### config.mk
export PLATFORM = sky130hd
export DESIGN_NAME = cipher_iter
export DESIGN_NICKNAME = d
export VERILOG_FILES = /design/src/rtl/cipher_iter.sv
export SDC_FILE = /design/constraint.sdc
export NUM_CORES = 2
export LEC_CHECK = 0
export ABC_CLOCK_PERIOD_IN_PS = 13550
export CAP_MARGIN = 25
export CORE_AREA = 2 2 656 658
export CTS_CLUSTER_DIAMETER = 120
export DETAILED_ROUTE_END_ITERATION = 10
export DIE_AREA = 0 0 658 660
export MAX_ROUTING_LAYER = met4
export PLACE_DENSITY = 0.45
export SYNTH_ARGS = -nofsm -noshare
export SYNTH_HDL_FRONTEND = slang
export SYNTH_SLANG_ARGS = --single-unit
### constraint.sdc
create_clock -name clk -period 13.55 [get_ports clk]
set_input_delay 2.71 -clock clk [delete_from_list [all_inputs] [get_ports clk]]
set_output_delay 2.71 -clock clk [all_outputs]
set_load 0.03 [all_outputs]
### src/rtl/cipher_iter.sv
// cipher_iter: iterative AES encryption core (AES-128/192/256).
// One shared round datapath is reused for every round. The key schedule is
// supplied pre-expanded on w and is read live, never stored.
//
// Parameters
//   Nk            key length in 32-bit words (4, 6 or 8)
//   Nr            round count, must equal Nk+6
// Ports
//   clk           clock, all state updates on the rising edge
//   rst           synchronous active-high reset
//   start         begin encrypting state_in (accepted only when idle)
//   state_in      128-bit plaintext, byte 0 in bits [127:120]
//   w             expanded key, round key i at w[128*i +: 128]
//   busy          high while a block is in flight
//   done          one-cycle pulse when Encrypted_Msg is updated
//   Encrypted_Msg registered ciphertext, held until the next done
module cipher_iter #(
  parameter int Nk = 4,
  parameter int Nr = 10
) (
  input  logic                  clk,
  input  logic                  rst,
  input  logic                  start,
  input  logic [127:0]          state_in,
  input  logic [128*(Nr+1)-1:0] w,
  output logic                  busy,
  output logic                  done,
  output logic [127:0]          Encrypted_Msg
);

  if (!((Nk == 4 || Nk == 6 || Nk == 8) && (Nr == Nk + 6))) begin : g_bad_params
    $error("cipher_iter: illegal parameter pair Nk=%0d Nr=%0d", Nk, Nr);
  end

  localparam int CntW = $clog2(Nr + 1);

  // Byte view of a block: FIPS byte k lives at element [15-k].
  typedef logic [15:0][7:0] blk_t;

  typedef enum logic [1:0] {
    IDLE,
    RUN,
    LAST
  } state_t;

  // S-box stored so that sbox(x) sits at element [255-x], i.e. SBOX[~x].
  localparam logic [255:0][7:0] SBOX = {
    128'h637c777bf26b6fc53001672bfed7ab76, 128'hca82c97dfa5947f0add4a2af9ca472c0,
    128'hb7fd9326363ff7cc34a5e5f171d83115, 128'h04c723c31896059a071280e2eb27b275,
    128'h09832c1a1b6e5aa0523bd6b329e32f84, 128'h53d100ed20fcb15b6acbbe394a4c58cf,
    128'hd0efaafb434d338545f9027f503c9fa8, 128'h51a3408f929d38f5bcb6da2110fff3d2,
    128'hcd0c13ec5f974417c4a77e3d645d1973, 128'h60814fdc222a908846eeb814de5e0bdb,
    128'he0323a0a4906245cc2d3ac629195e479, 128'he7c8376d8dd54ea96c56f4ea657aae08,
    128'hba78252e1ca6b4c6e8dd741f4bbd8b8a, 128'h703eb5664803f60e613557b986c11d9e,
    128'he1f8981169d98e949b1e87e9ce5528df, 128'h8ca1890dbfe6426841992d0fb054bb16
  };

  function automatic logic [7:0] xtime(input logic [7:0] b);
    return {b[6:0], 1'b0} ^ (b[7] ? 8'h1b : 8'h00);
  endfunction

  state_t          state;
  logic [CntW-1:0] cnt;
  blk_t            st;
  blk_t            sb, sr, mc, ark_in, round_out;
  logic [127:0]    rk;
  logic [127:0]    round_key [Nr+1];

  for (genvar i = 0; i <= Nr; i++) begin : g_round_key
    assign round_key[i] = w[128*i +: 128];
  end

  // SubBytes
  for (genvar i = 0; i < 16; i++) begin : g_sub_bytes
    assign sb[i] = SBOX[~st[i]];
  end

  // ShiftRows: row r of column c takes row r of column (c+r) mod 4.
  for (genvar c = 0; c < 4; c++) begin : g_shift_col
    for (genvar r = 0; r < 4; r++) begin : g_shift_row
      assign sr[15-(r+4*c)] = sb[15-(r+4*((c+r)%4))];
    end
  end

  // MixColumns
  for (genvar c = 0; c < 4; c++) begin : g_mix_col
    logic [7:0] a0, a1, a2, a3;
    assign a0 = sr[15-4*c];
    assign a1 = sr[14-4*c];
    assign a2 = sr[13-4*c];
    assign a3 = sr[12-4*c];
    assign mc[15-4*c] = xtime(a0) ^ xtime(a1) ^ a1 ^ a2 ^ a3;
    assign mc[14-4*c] = a0 ^ xtime(a1) ^ xtime(a2) ^ a2 ^ a3;
    assign mc[13-4*c] = a0 ^ a1 ^ xtime(a2) ^ xtime(a3) ^ a3;
    assign mc[12-4*c] = xtime(a0) ^ a0 ^ a1 ^ a2 ^ xtime(a3);
  end

  // AddRoundKey: the final round bypasses MixColumns. In LAST, cnt has
  // already advanced to Nr, so the same key index serves every round.
  assign rk        = round_key[cnt];
  assign ark_in    = (state == LAST) ? sr : mc;
  assign round_out = ark_in ^ rk;

  // NOTE: non-blocking assignments throughout, so every register samples the
  // pre-edge values of the others regardless of statement order.
  always_ff @(posedge clk) begin
    if (rst) begin
      // NOTE: the datapath registers are reset too, so the ciphertext port
      // reads zero after reset rather than a stale block.
      state         <= IDLE;
      cnt           <= '0;
      st            <= '0;
      busy          <= 1'b0;
      done          <= 1'b0;
      Encrypted_Msg <= '0;
    end else begin
      done <= 1'b0;
      case (state)
        IDLE: begin
          if (start) begin
            st    <= state_in ^ round_key[0];
            cnt   <= CntW'(1);
            busy  <= 1'b1;
            state <= RUN;
          end
        end
        RUN: begin
          st  <= round_out;
          cnt <= cnt + CntW'(1);
          if (cnt == CntW'(Nr - 1)) state <= LAST;
        end
        LAST: begin
          Encrypted_Msg <= round_out;
          done          <= 1'b1;
          busy          <= 1'b0;
          state         <= IDLE;
        end
        default: state <= IDLE;
      endcase
    end
  end

endmodule

==> results.py <==
metrics = {
    "sta": {
        "period_needed_ns": 5.939,
        "worst_slew_pin_slew_ns": 1.264,
        "setup_viol": 0,
        "max_slew_margin_pct": 15.14,
        "hold_viol": 0,
        "clock_skew_ns": 0.02691,
        "drv_slew": 0,
        "rsz0062_at_grt": "false",
        "period_share_pct": 43.83,
        "tns_ns": 0,
        "fmax_ghz": 0.1684,
    },
    "pwr": {
        "p_leak_nw": 33.68,
        "power_mw": 31.13,
        "p_per_area_nw_per_um2": 292.3,
        "peakVddDrop_mv": 0.2065,
    },
    "finish": {
        "nFillCells": 47630,
        "syn2layout_area_growth_pct": 30.17,
        "stdcell_count": 18510,
        "nNetsFinal": 14100,
        "post-route-util_pct": 24.96,
        "drive_gt1_share_pct": 10.28,
    },
    "global_routing": {
        "first_global_vias": 99780,
        "grt_usage_pct": 35.41,
        "grt_max_degree": 147,
        "antenna_found_initial": 406,
        "grt_overflow": 0,
        "grt_pass1_wl_um": 1016000,
    },
    "routing": {
        "drc": 0,
        "num_vias": 109700,
        "dr.pass1.iters": 7,
        "ant_nets": 0,
        "wl_um": 787100,
        "via_per_inst": 5.927,
        "drtIter0Drc": 17110,
        "routedWlPerCell_um": 42.53,
    },
    "logic_synthesis": {
        "synth_seq_area_share_pct": 6.460,
        "yosys.area.top_type_share_pct": 12.61,
        "netlist_area_sq_um": 81810,
        "yosys_warnings": 0,
        "synth_seq_cells": 264,
        "ys_async_sr_fraction_pct": 0,
        "synth_area_leaders": "mux4_2, dfxtp_1, xnor2_1, a21oi_1, o21ai_0",
        "synth-main-ff-cell": "dfxtp_1",
        "synth_edf_count": 0,
        "synth_area_leader_cell": "mux4_2",
        "syn-num-nets": 13350,
        "syn_avg_cell_area_sq_um": 7.063,
        "syn_inst": 11580,
        "synth_cell_types": 105,
    },
    "cts": {
        "numCtsBuffers": 50,
        "cts_buffer_depth": 3,
        "cts_setup_buffers": 0,
        "cts.clk_slew.worst_paths_ns": 0.06,
        "cts_resized": 0,
        "cts_htree_levels": 2,
        "cts_tree": "yes",
        "cts.sinks": 264,
        "insertion_delay_ns": 0.75,
        "cts_hold_buf": 0,
        "cts_root_buffer": "clkbuf_16",
    },
    "worst_setup_path": {
        "cp.required_ns": 14.12,
        "rrSetupSlack_ns": 7.66,
        "startpoint_type": "input pin",
        "arrival_ns": 6.51,
        "end_kind": "flop",
        "path_class": "input pin to flop",
        "crit_fanout": 2,
    },
    "floorplanning": {
        "die_x_um": 658,
        "pin_count": 1669,
        "core-area_sq_um": 426700,
        "row_count": 240,
        "start_util_pct": 19.17,
        "die-area_sq_um": 434300,
        "die_h_um": 660,
    },
    "worst_hold_path": {
        "hold_path.class": "flop to flop",
    },
    "outcome": {
        "status": "finished clean",
    },
    "placement": {
        "port_buffers": 1668,
        "place_hpwl_um": 631600,
        "dp.cells": 17960,
        "routabilityCongestion": 1.035,
    },
    "flow_run": {
        "cap_violations": 0,
    },
}
[cells by family after synthesis]
family,Yosys count,synth area share [%]
AOI/OAI and AO/OA,4215,34.35
xor gates and xnor gates,843,9.127
adders and majority gates,236,3.588
buffers and inverters,1562,7.686
DFF,264,6.460
muxes,849,17.48
and+or+nand+nor,3615,21.31
[registers in the layout, indices dropped and copies added (netlist names)]
register       flops
state              2
busy               1
cnt                4
done               1
Encrypted_Msg    128
st               128
[layout by cell type, fill, tap and decap left out, drive strengths merged, types with 64 or more instances in the layout]
cell type	instances
xor2	255
inv	142
a211oi	322
or3	71
mux4	459
a221oi	68
nand3	304
and2	104
nor2b	291
a311oi	119
nand2	916
o211ai	235
nor3	333
a22oi	64
clkbuf	65
a211o	72
o311ai	176
o31ai	113
dfxtp	264
nor2	920
a21oi	960
xnor2	583
or2	89
buf	422
o21ai	856
diode	454
ha	229
clkdlybuf4s50	1667
a31oi	212
o22ai	308
nand2b	351
mux2i	352
[through the flow]
step                      worst slack (ns)  cell area [sq um]  hold slack [ns]
after floorplan                      8.982              81810           0.5800
after detailed placement             6.912             103600           0.4464
after global placement               6.953             103400           0.4405
after CTS                            7.705             105300           0.4528
after global routing                 7.651             106400           0.4661
final                                7.611             106500           0.4502
[critical path, cell delays in order]
cell,delay [ns]
clkdlybuf4s50_1,0.52
mux4_2,0.58
mux2i_2,0.70
o22ai_1,0.58
xnor2_1,0.30
xnor2_1,0.18
xnor2_1,0.75
o22ai_1,0.16
[final timing paths]
check / end / from / depth (start not counted)
setup / recovery: st[44]$_SDFFE_PP0P_ / w[556] / 8
hold / removal: Encrypted_Msg[96]$_SDFFE_PP0P_ / Encrypted_Msg[96]$_SDFFE_PP0P_ / 2
setup reg to reg: st[15]$_SDFFE_PP0P_ / st[112]$_SDFFE_PP0P_ / 13
hold reg to reg: Encrypted_Msg[96]$_SDFFE_PP0P_ / Encrypted_Msg[96]$_SDFFE_PP0P_ / 2
[area by class of cell]
class | count | area, sq um | share of cell area (%)
clock inverter | 26 | 325.3 | 0.3055
timing repair buffer | 2089 | 19970 | 18.75
multi-input combinational | 9758 | 70470 | 66.17
inverter | 164 | 615.6 | 0.5780
sequential | 264 | 5434 | 5.102
clock buffer | 65 | 1434 | 1.346
antenna | 454 | 1136 | 1.067
tap | 5687 | 7116 | 6.681
[where the power goes]
part | internal [mW] | leakage [nW] | total, mW | switching, mW
Clock | 0.862 | 0.871 | 1.48 | 0.616
Combinational | 9.89 | 30.6 | 28.3 | 18.4
Sequential | 0.953 | 2.19 | 1.39 | 0.440
[cell usage after synthesis, types with 66 or more instances]
master / number
o311ai_0: 175
a311oi_1: 117
o31ai_1: 112
and2_1: 97
nand2_1: 916
a21oi_1: 960
mux4_2: 458
or3_1: 70
a211oi_1: 320
ha_1: 229
nand3_1: 304
a31oi_1: 211
buf_2: 285
o211ai_1: 234
a211o_1: 72
xor2_1: 255
or2_2: 87
o22ai_1: 305
nor2_1: 919
nor2b_1: 291
xnor2_1: 581
clkbuf_1: 913
mux2i_1: 351
a221oi_1: 66
nand2b_1: 351
dfxtp_1: 264
inv_1: 125
nor3_1: 333
buf_1: 184
o21ai_0: 846
[routing by layer]
layer | GRT usage, % | up-vias | wire length [um]
met5 | - | - | 0
met1 | 42.38 | 54880 | 305900
met2 | 52.64 | 7576 | 341600
li1 | - | 45860 | -
met3 | 8.609 | 1389 | 75600
met4 | 23.54 | 0 | 64030
Power figures use the tool's default switching activity.
